### config.mk
export PLATFORM = sky130hd
export DESIGN_NAME = reg_write_scheduler_flat
export DESIGN_NICKNAME = d
export VERILOG_FILES = /design/src/rtl/reg_write_scheduler_if.sv /design/src/rtl/reg_write_scheduler.sv /design/src/flat_wrapper.sv
export SDC_FILE = /design/constraint.sdc
export NUM_CORES = 1
export LEC_CHECK = 0
export ABC_AREA = 1
export ABC_CLOCK_PERIOD_IN_PS = 2000
export BUFFER_PORTS_ARGS = -buffer_cell sky130_fd_sc_hd__buf_2
export CELL_PAD_IN_SITES_DETAIL_PLACEMENT = 0
export CELL_PAD_IN_SITES_GLOBAL_PLACEMENT = 2
export CORE_ASPECT_RATIO = 0.6
export CORE_MARGIN = 10
export CORE_UTILIZATION = 24
export CTS_CLUSTER_DIAMETER = 100
export CTS_CLUSTER_SIZE = 28
export DETAILED_ROUTE_END_ITERATION = 8
export GPL_TIMING_DRIVEN = 0
export PLACE_DENSITY_LB_ADDON = 0.3
export SYNTH_ARGS = -nofsm -noshare
export SYNTH_HDL_FRONTEND = slang
export SYNTH_SLANG_ARGS = --single-unit
### constraint.sdc
create_clock -name clk -period 2 [get_ports clk]
set_input_delay 0 -clock clk [delete_from_list [all_inputs] [get_ports clk]]
set_output_delay 0 -clock clk [all_outputs]
set_load 0.01 [all_outputs]
### src/rtl/reg_write_scheduler_if.sv
// Bundle of issue, writeback and register-file write-port signals for
// reg_write_scheduler. "slave" is the scheduler side; "master" is the side
// that drives issue and writeback requests (decode, pipeline, long-latency unit).
interface reg_write_scheduler_if;
    localparam int unsigned NUM_REGS = 16;
    localparam int unsigned IDX_W    = 4;
    localparam int unsigned DATA_W   = 32;

    // Issue from decode
    logic              issue_valid;
    logic              issue_wb_en;
    logic [IDX_W-1:0]  issue_dest;
    logic [IDX_W-1:0]  issue_src1;
    logic [IDX_W-1:0]  issue_src2;
    logic              issue_src1_used;
    logic              issue_src2_used;
    logic              stall;

    // Pipeline writeback (WB0), never back-pressured
    logic              wb0_valid;
    logic [IDX_W-1:0]  wb0_dest;
    logic [DATA_W-1:0] wb0_data;

    // Long-latency unit writeback (WB1), valid/ready handshake
    logic              wb1_valid;
    logic [IDX_W-1:0]  wb1_dest;
    logic [DATA_W-1:0] wb1_data;
    logic              wb1_ready;

    // Register-file write port and scoreboard status
    logic              wr_en;
    logic [IDX_W-1:0]  wr_dest;
    logic [DATA_W-1:0] wr_data;
    logic [NUM_REGS-1:0] busy_vec;
    logic              sched_err;

    modport master (
        output issue_valid, issue_wb_en, issue_dest, issue_src1, issue_src2,
               issue_src1_used, issue_src2_used,
               wb0_valid, wb0_dest, wb0_data,
               wb1_valid, wb1_dest, wb1_data,
        input  stall, wb1_ready, wr_en, wr_dest, wr_data, busy_vec, sched_err
    );

    modport slave (
        input  issue_valid, issue_wb_en, issue_dest, issue_src1, issue_src2,
               issue_src1_used, issue_src2_used,
               wb0_valid, wb0_dest, wb0_data,
               wb1_valid, wb1_dest, wb1_data,
        output stall, wb1_ready, wr_en, wr_dest, wr_data, busy_vec, sched_err
    );
endinterface

### src/rtl/reg_write_scheduler.sv
// Write-port scheduler and per-register pending-write scoreboard for the
// 16x32 register file. Stalls issue on RAW and counter-overflow hazards and
// arbitrates the single write port between WB0 (priority) and WB1.
// Optional feature macro: RF_SCHED_SAME_CYCLE_BYPASS_EN -- lets a source whose
// only pending write retires this cycle be read without stalling, relying on
// the register file's falling-edge write.
module reg_write_scheduler #(
    parameter int unsigned MAX_PENDING = 3
) (
    input  logic                  clk,
    input  logic                  rst,
    reg_write_scheduler_if.slave  bus
);
    localparam int unsigned NUM_REGS = 16;
    localparam int unsigned IDX_W    = 4;
    localparam int unsigned DATA_W   = 32;
    localparam int unsigned CNT_W    = $clog2(MAX_PENDING + 1);

    localparam logic [CNT_W-1:0] CNT_MAX = CNT_W'(MAX_PENDING);
    localparam logic [CNT_W-1:0] CNT_ONE = CNT_W'(1);

    // Scoreboard state
    logic [CNT_W-1:0]    pend_q [NUM_REGS];
    logic [CNT_W-1:0]    pend_d [NUM_REGS];
    logic [NUM_REGS-1:0] busy_q;
    logic [NUM_REGS-1:0] busy_d;
    logic                err_q;
    logic                err_d;

    // Combinational write port / handshake
    logic                wr_en_c;
    logic [IDX_W-1:0]    wr_dest_c;
    logic [DATA_W-1:0]   wr_data_c;
    logic                wb1_ready_c;

    // Issue hazard terms
    logic                haz1_c;
    logic                haz2_c;
    logic                full_c;
    logic                stall_c;
    logic                issue_acc_c;

    // One-hot increment / decrement requests per register
    logic [NUM_REGS-1:0] inc_vec_c;
    logic [NUM_REGS-1:0] dec_vec_c;

    // A read of src is blocked while any write to it is outstanding. With the
    // bypass, a single outstanding write that retires this cycle is visible
    // to the read because the register file writes on the falling edge.
    function automatic logic src_hazard(
        input logic             used,
        input logic [IDX_W-1:0] src,
        input logic [CNT_W-1:0] cnt,
        input logic             port_en,
        input logic [IDX_W-1:0] port_dest
    );
        logic blocked;
        blocked = used && (cnt != '0);
`ifdef RF_SCHED_SAME_CYCLE_BYPASS_EN
        if (cnt == CNT_ONE && port_en && port_dest == src) begin
            blocked = 1'b0;
        end
`else
        if (port_en && port_dest == src && 1'b0) begin
            blocked = 1'b0;
        end
`endif
        return blocked;
    endfunction

    // Write-port arbitration: WB0 always wins, WB1 fills idle slots
    always_comb begin
        wr_en_c     = bus.wb0_valid || bus.wb1_valid;
        wb1_ready_c = bus.wb1_valid && !bus.wb0_valid;
        wr_dest_c   = bus.wb1_dest;
        wr_data_c   = bus.wb1_data;
        if (bus.wb0_valid) begin
            wr_dest_c = bus.wb0_dest;
            wr_data_c = bus.wb0_data;
        end
    end

    // Issue hazard detection and acceptance
    always_comb begin
        haz1_c = src_hazard(bus.issue_src1_used, bus.issue_src1,
                            pend_q[bus.issue_src1], wr_en_c, wr_dest_c);
        haz2_c = src_hazard(bus.issue_src2_used, bus.issue_src2,
                            pend_q[bus.issue_src2], wr_en_c, wr_dest_c);
        full_c = bus.issue_wb_en && (pend_q[bus.issue_dest] == CNT_MAX);
        stall_c     = bus.issue_valid && (haz1_c || haz2_c || full_c);
        issue_acc_c = bus.issue_valid && !stall_c;
    end

    // Decode accepted issue and retire into per-register requests
    always_comb begin
        inc_vec_c = '0;
        dec_vec_c = '0;
        if (issue_acc_c && bus.issue_wb_en) begin
            inc_vec_c = NUM_REGS'(1) << bus.issue_dest;
        end
        if (wr_en_c) begin
            dec_vec_c = NUM_REGS'(1) << wr_dest_c;
        end
    end

    // Next counter values; a retire with nothing outstanding flags an error
    always_comb begin
        err_d = err_q;
        for (int i = 0; i < NUM_REGS; i++) begin
            pend_d[i] = pend_q[i];
            if (inc_vec_c[i] && !dec_vec_c[i]) begin
                pend_d[i] = pend_q[i] + CNT_ONE;
            end else if (dec_vec_c[i] && !inc_vec_c[i]) begin
                if (pend_q[i] != '0) begin
                    pend_d[i] = pend_q[i] - CNT_ONE;
                end else begin
                    err_d = 1'b1;
                end
            end
            busy_d[i] = (pend_d[i] != '0);
        end
    end

    // Scoreboard registers, dropped immediately on reset
    always_ff @(posedge clk or posedge rst) begin
        if (rst) begin
            for (int i = 0; i < NUM_REGS; i++) begin
                pend_q[i] <= '0;
            end
            busy_q <= '0;
            err_q  <= 1'b0;
        end else begin
            for (int i = 0; i < NUM_REGS; i++) begin
                pend_q[i] <= pend_d[i];
            end
            busy_q <= busy_d;
            err_q  <= err_d;
        end
    end

    assign bus.stall     = stall_c;
    assign bus.wb1_ready = wb1_ready_c;
    assign bus.wr_en     = wr_en_c;
    assign bus.wr_dest   = wr_dest_c;
    assign bus.wr_data   = wr_data_c;
    assign bus.busy_vec  = busy_q;
    assign bus.sched_err = err_q;

endmodule
### src/flat_wrapper.sv
// flat-port wrapper written by rule: the top's interface ports become plain ports
module reg_write_scheduler_flat 
#(
    parameter int unsigned MAX_PENDING = 3
)
  (clk, rst, bus_issue_valid, bus_issue_wb_en, bus_issue_dest, bus_issue_src1, bus_issue_src2, bus_issue_src1_used, bus_issue_src2_used, bus_wb0_valid, bus_wb0_dest, bus_wb0_data, bus_wb1_valid, bus_wb1_dest, bus_wb1_data, bus_stall, bus_wb1_ready, bus_wr_en, bus_wr_dest, bus_wr_data, bus_busy_vec, bus_sched_err);
  reg_write_scheduler_if bus_i ();
  input  logic clk;
  input  logic rst;
  input wire logic [$bits(bus_i.issue_valid)-1:0] bus_issue_valid;
  input wire logic [$bits(bus_i.issue_wb_en)-1:0] bus_issue_wb_en;
  input wire logic [$bits(bus_i.issue_dest)-1:0] bus_issue_dest;
  input wire logic [$bits(bus_i.issue_src1)-1:0] bus_issue_src1;
  input wire logic [$bits(bus_i.issue_src2)-1:0] bus_issue_src2;
  input wire logic [$bits(bus_i.issue_src1_used)-1:0] bus_issue_src1_used;
  input wire logic [$bits(bus_i.issue_src2_used)-1:0] bus_issue_src2_used;
  input wire logic [$bits(bus_i.wb0_valid)-1:0] bus_wb0_valid;
  input wire logic [$bits(bus_i.wb0_dest)-1:0] bus_wb0_dest;
  input wire logic [$bits(bus_i.wb0_data)-1:0] bus_wb0_data;
  input wire logic [$bits(bus_i.wb1_valid)-1:0] bus_wb1_valid;
  input wire logic [$bits(bus_i.wb1_dest)-1:0] bus_wb1_dest;
  input wire logic [$bits(bus_i.wb1_data)-1:0] bus_wb1_data;
  output wire logic [$bits(bus_i.stall)-1:0] bus_stall;
  output wire logic [$bits(bus_i.wb1_ready)-1:0] bus_wb1_ready;
  output wire logic [$bits(bus_i.wr_en)-1:0] bus_wr_en;
  output wire logic [$bits(bus_i.wr_dest)-1:0] bus_wr_dest;
  output wire logic [$bits(bus_i.wr_data)-1:0] bus_wr_data;
  output wire logic [$bits(bus_i.busy_vec)-1:0] bus_busy_vec;
  output wire logic [$bits(bus_i.sched_err)-1:0] bus_sched_err;
  assign bus_i.issue_valid = bus_issue_valid;
  assign bus_i.issue_wb_en = bus_issue_wb_en;
  assign bus_i.issue_dest = bus_issue_dest;
  assign bus_i.issue_src1 = bus_issue_src1;
  assign bus_i.issue_src2 = bus_issue_src2;
  assign bus_i.issue_src1_used = bus_issue_src1_used;
  assign bus_i.issue_src2_used = bus_issue_src2_used;
  assign bus_i.wb0_valid = bus_wb0_valid;
  assign bus_i.wb0_dest = bus_wb0_dest;
  assign bus_i.wb0_data = bus_wb0_data;
  assign bus_i.wb1_valid = bus_wb1_valid;
  assign bus_i.wb1_dest = bus_wb1_dest;
  assign bus_i.wb1_data = bus_wb1_data;
  assign bus_stall = bus_i.stall;
  assign bus_wb1_ready = bus_i.wb1_ready;
  assign bus_wr_en = bus_i.wr_en;
  assign bus_wr_dest = bus_i.wr_dest;
  assign bus_wr_data = bus_i.wr_data;
  assign bus_busy_vec = bus_i.busy_vec;
  assign bus_sched_err = bus_i.sched_err;
  reg_write_scheduler #(.MAX_PENDING(MAX_PENDING)) u_core (.clk(clk), .rst(rst), .bus(bus_i));
endmodule
==> summary.txt <==
CTS
  – Cts bufs inserted: 5
  – Root Buffer: clkbuf_16
  – CTS tree: built
  – H-tree Lvls: 2
  – Clock Latency Late Sink: 310 ps
  – CTS Buffer Depth: 2
  – Clock tree sinks: 49
  – Clock Pin Slew Worst Setup and Hold Paths: about 60 ps

Pwr
  – Combinational share of power: 51.3%
  – Pwr dens: 729 mW/mm^2
  – Net Sw Power: 2120 uW
  – Final total power: 4990 uW
  – Peak VDD IR: 0.000352 V
  – Flop pwr share: about 30%
  – Leakage: 0.00383 uW
  – Net Sw Frac: between 40% and 50%
  – Clock share of power: about a fifth
  – P_int: 2870 uW

Floorplanning
  – Die Wd: 202 um
  – Row Count: 39
  – IO Pins: between 100 and 150
  – Core Area: 0.0192 mm^2
  – Starting Density: 24.7%
  – Die Y-Extent: roughly 130 um
  – Die ar.: 0.0260 mm^2

Final layout
  – Fillers: approximately 2,200
  – Post-route design area: 0.00685 mm^2
  – NumNets Final: ~1,100
  – Multi-input gate area: 0.00344 mm^2
  – Storage cell area: 0.00124 mm^2
  – Share of cells above drive strength 1: 36.1%
  – Fin cells: 1,255
  – Diodes inserted: 0
  – Layout area overhead: 44.4%
  – Fin util: 35.6%

Placement
  – Routability-driven placement congestion ratio: 0.837
  – DP Area: a little under 0.006 mm^2
  – Hpwl dp: around 16,000 um
  – Port bufs: between 100 and 150
  – Placed Cells: 1,197

Global route
  – Vias in the first global route: 5,083
  – Grt total ovfl: 0
  – Initial antenna violation count: 0
  – Largest net degree at the start of global routing: 27
  – GRT Overall Usage: 14.5%
  – Global-route wire length before repair: 29,900 um

Critical path
  – Worst setup SP type: flip-flop
  – Crit Path Max Fanout: 5
  – Crit Path Category: reg2reg
  – Critical path arrival: 2540 ps
  – Worst Setup End Kind: flip-flop
  – CP required: 2190 ps

STA
  – Slew @ Worst Pin: approximately 900 ps
  – Tmin final: 2350 ps
  – Fin worst setup slack: -351 ps
  – Fmax: 0.425 GHz
  – Setup violations, final: 49
  – Worst hold slack: 279 ps
  – Pins Over Slew Limit: 0
  – Final Hold Viols: 0
  – Part of the cycle the worst path needs: 118%
  – Slew margin rel.: between 40% and 50%
  – RSZ-0062 raised after global routing: true
  – Setup Skew: 7.54 ps

Flow run
  – Max-cap viol count: 0

Yosys
  – Post-synth EDFFs: 0
  – Unique masters post-synth: 28
  – Seq/Total Area, Yosys: 25.8%
  – Adder-Cell Fraction of Synth Area: between 10 and 15%
  – Syn nets: 925
  – Post-Syn Area: 0.00475 mm^2
  – Largest family of logic cells by synthesized area: simple AND/OR/NAND/NOR gates
  – Post-synth top cells: nand2_1 (267), inv_1 (116), nand3_1 (111)
  – Ys Warns: 0
  – Synth Area in Compound Gates: 4.72%
  – Syn Inst Count: a little under 800
  – Asr flop ratio synth: 100%
  – Simple-gate area share of the yosys netlist: 46.0%
  – Most common cell in the synthesized netlist: nand2_1
  – Post-synth top area cell: dfrtp_1
  – Ys flop type: dfrtp_1
  – Share of Yosys cell area claimed by the top area cell type: 25.8%
  – XOR/XNOR Fraction of Synth Area: 0%
  – Avg Cell Area, Syn: a little over 6 um^2
  – Post-synthesis mux area share: 0%
  – Seq cells post-synth: 49
  – Dominant cells by area after synthesis: dfrtp_1 (26%), nand2_1 (21%), ha_1 (13%)

Worst hold path
  – Hold crit path type: in2out

Routing
  – DRC Markers: 0
  – Routed len/inst: ~15 um
  – Vias per inst: 4.36
  – Final antenna-violating net count: 0
  – First-pass detailed-route iteration total: 5
  – Initial DRC Count: 334
  – Vias: 5,474
  – Post-Route WL: 19,400 um

Status
  – Violated checks: setup timing
  – Status: finished with violations
[placed cells by master, fill, tap and decap left out, drive strengths merged]
| cell type | count |
|---|---|
| inv | 118 |
| clkinv | 4 |
| buf | 200 |
| o22ai | 2 |
| o21ai | 29 |
| nand2 | 269 |
| ha | 48 |
| a21oi | 8 |
| dlygate4sd3 | 1 |
| dfrtp | 49 |
| nand4 | 5 |
| or2 | 9 |
| clkbuf | 15 |
| o211ai | 2 |
| nand3 | 113 |
| nand3b | 8 |
| nor2 | 105 |
| nor3 | 4 |
[power groups by stage]
stage / clock network [uW] / registers, uW / logic [uW]
after global placement: 0 / 1510 / 1940
after global routing: 1010 / 1540 / 2880
after CTS: 971 / 1490 / 2260
after detailed placement: 0 / 1500 / 1930
final: 933 / 1500 / 2560
after floorplan: 0 / 1500 / 1170
[flip-flops by register name (all words and copies together), names as in the netlist]
name and flops:
u_core.pend_q 32, u_core.bus.sched_err 1, u_core.bus.busy_vec 16
[path summary, 6_finish.rpt]
check,from,endpoint,slack (ps),cells past startpoint
min in group asynchronous,rst,u_core.pend_q[26]$_DFF_PP0_,300,3
worst min-delay path,bus_wb1_data[30],bus_wr_data[30],280,4
max in group asynchronous,rst,u_core.pend_q[22]$_DFF_PP0_,1140,4
worst min register to register,u_core.pend_q[26]$_DFF_PP0_,u_core.pend_q[26]$_DFF_PP0_,520,1
worst max-delay path,u_core.pend_q[21]$_DFF_PP0_,u_core.bus.busy_vec[7]$_DFF_PP0_,-350,16
worst max register to register,u_core.pend_q[21]$_DFF_PP0_,u_core.bus.busy_vec[7]$_DFF_PP0_,-350,16
[layer usage]
layer	global-route usage, %	vias up	share of wire (%)
li1	-	2849	-
met1	21.2	2546	52
met2	22.3	72	44
met3	2.48	7	3.4
met4	1.54	0	0.34
met5	0	-	0
[layout make-up]
cell class	count	area share (%)
tap	266	4.86
inverter	121	6.74
sequential	49	18.1
timing repair buffer	196	16.9
clock inverter	1	0.0730
buffer	13	0.876
clock buffer	7	2.23
multi-input combinational	602	50.2
[what timing repair did]
item	CTS	global route
gates cloned	1	0
setup buffers	22	27
hold buffers	1	0
setup endpoints to repair	50	50
endpoints found under the hold margin	23	0
resized for setup	116	54
pin swaps	34	36
[through the flow]
stage          setup TNS, ps  worst slack (ps)
3_5_place_dp          -22520              -628
6_report              -11790              -351
3_3_place_gp          -29190              -638
2_1_floorplan          -2.65             -2.65
4_1_cts                -9610              -289
5_1_grt               -19970              -506
[critical path, stage by stage (launching register included)]
cell and delay [ps]:
dfrtp_1 430, inv_2 120, nand3_1 90, nand2_2 110, nand2_1 60, nand3_1 80
nand3b_1 90, nand3_2 100, nand2_4 70, nor2_4 190, buf_4 140, buf_6 80
buf_6 80, nand3_4 80, or2_4 300, a21oi_2 140, nand2_1 70
[cell families (layout without fill, tap and decap cells)]
group           after synthesis  count (layout)
buf+inv                     134             338
fa+ha+maj                    48              48
compound gates               41              41
flops                        49              49
simple gates                513             513
No activity file was read; power rests on OpenSTA's default activity.
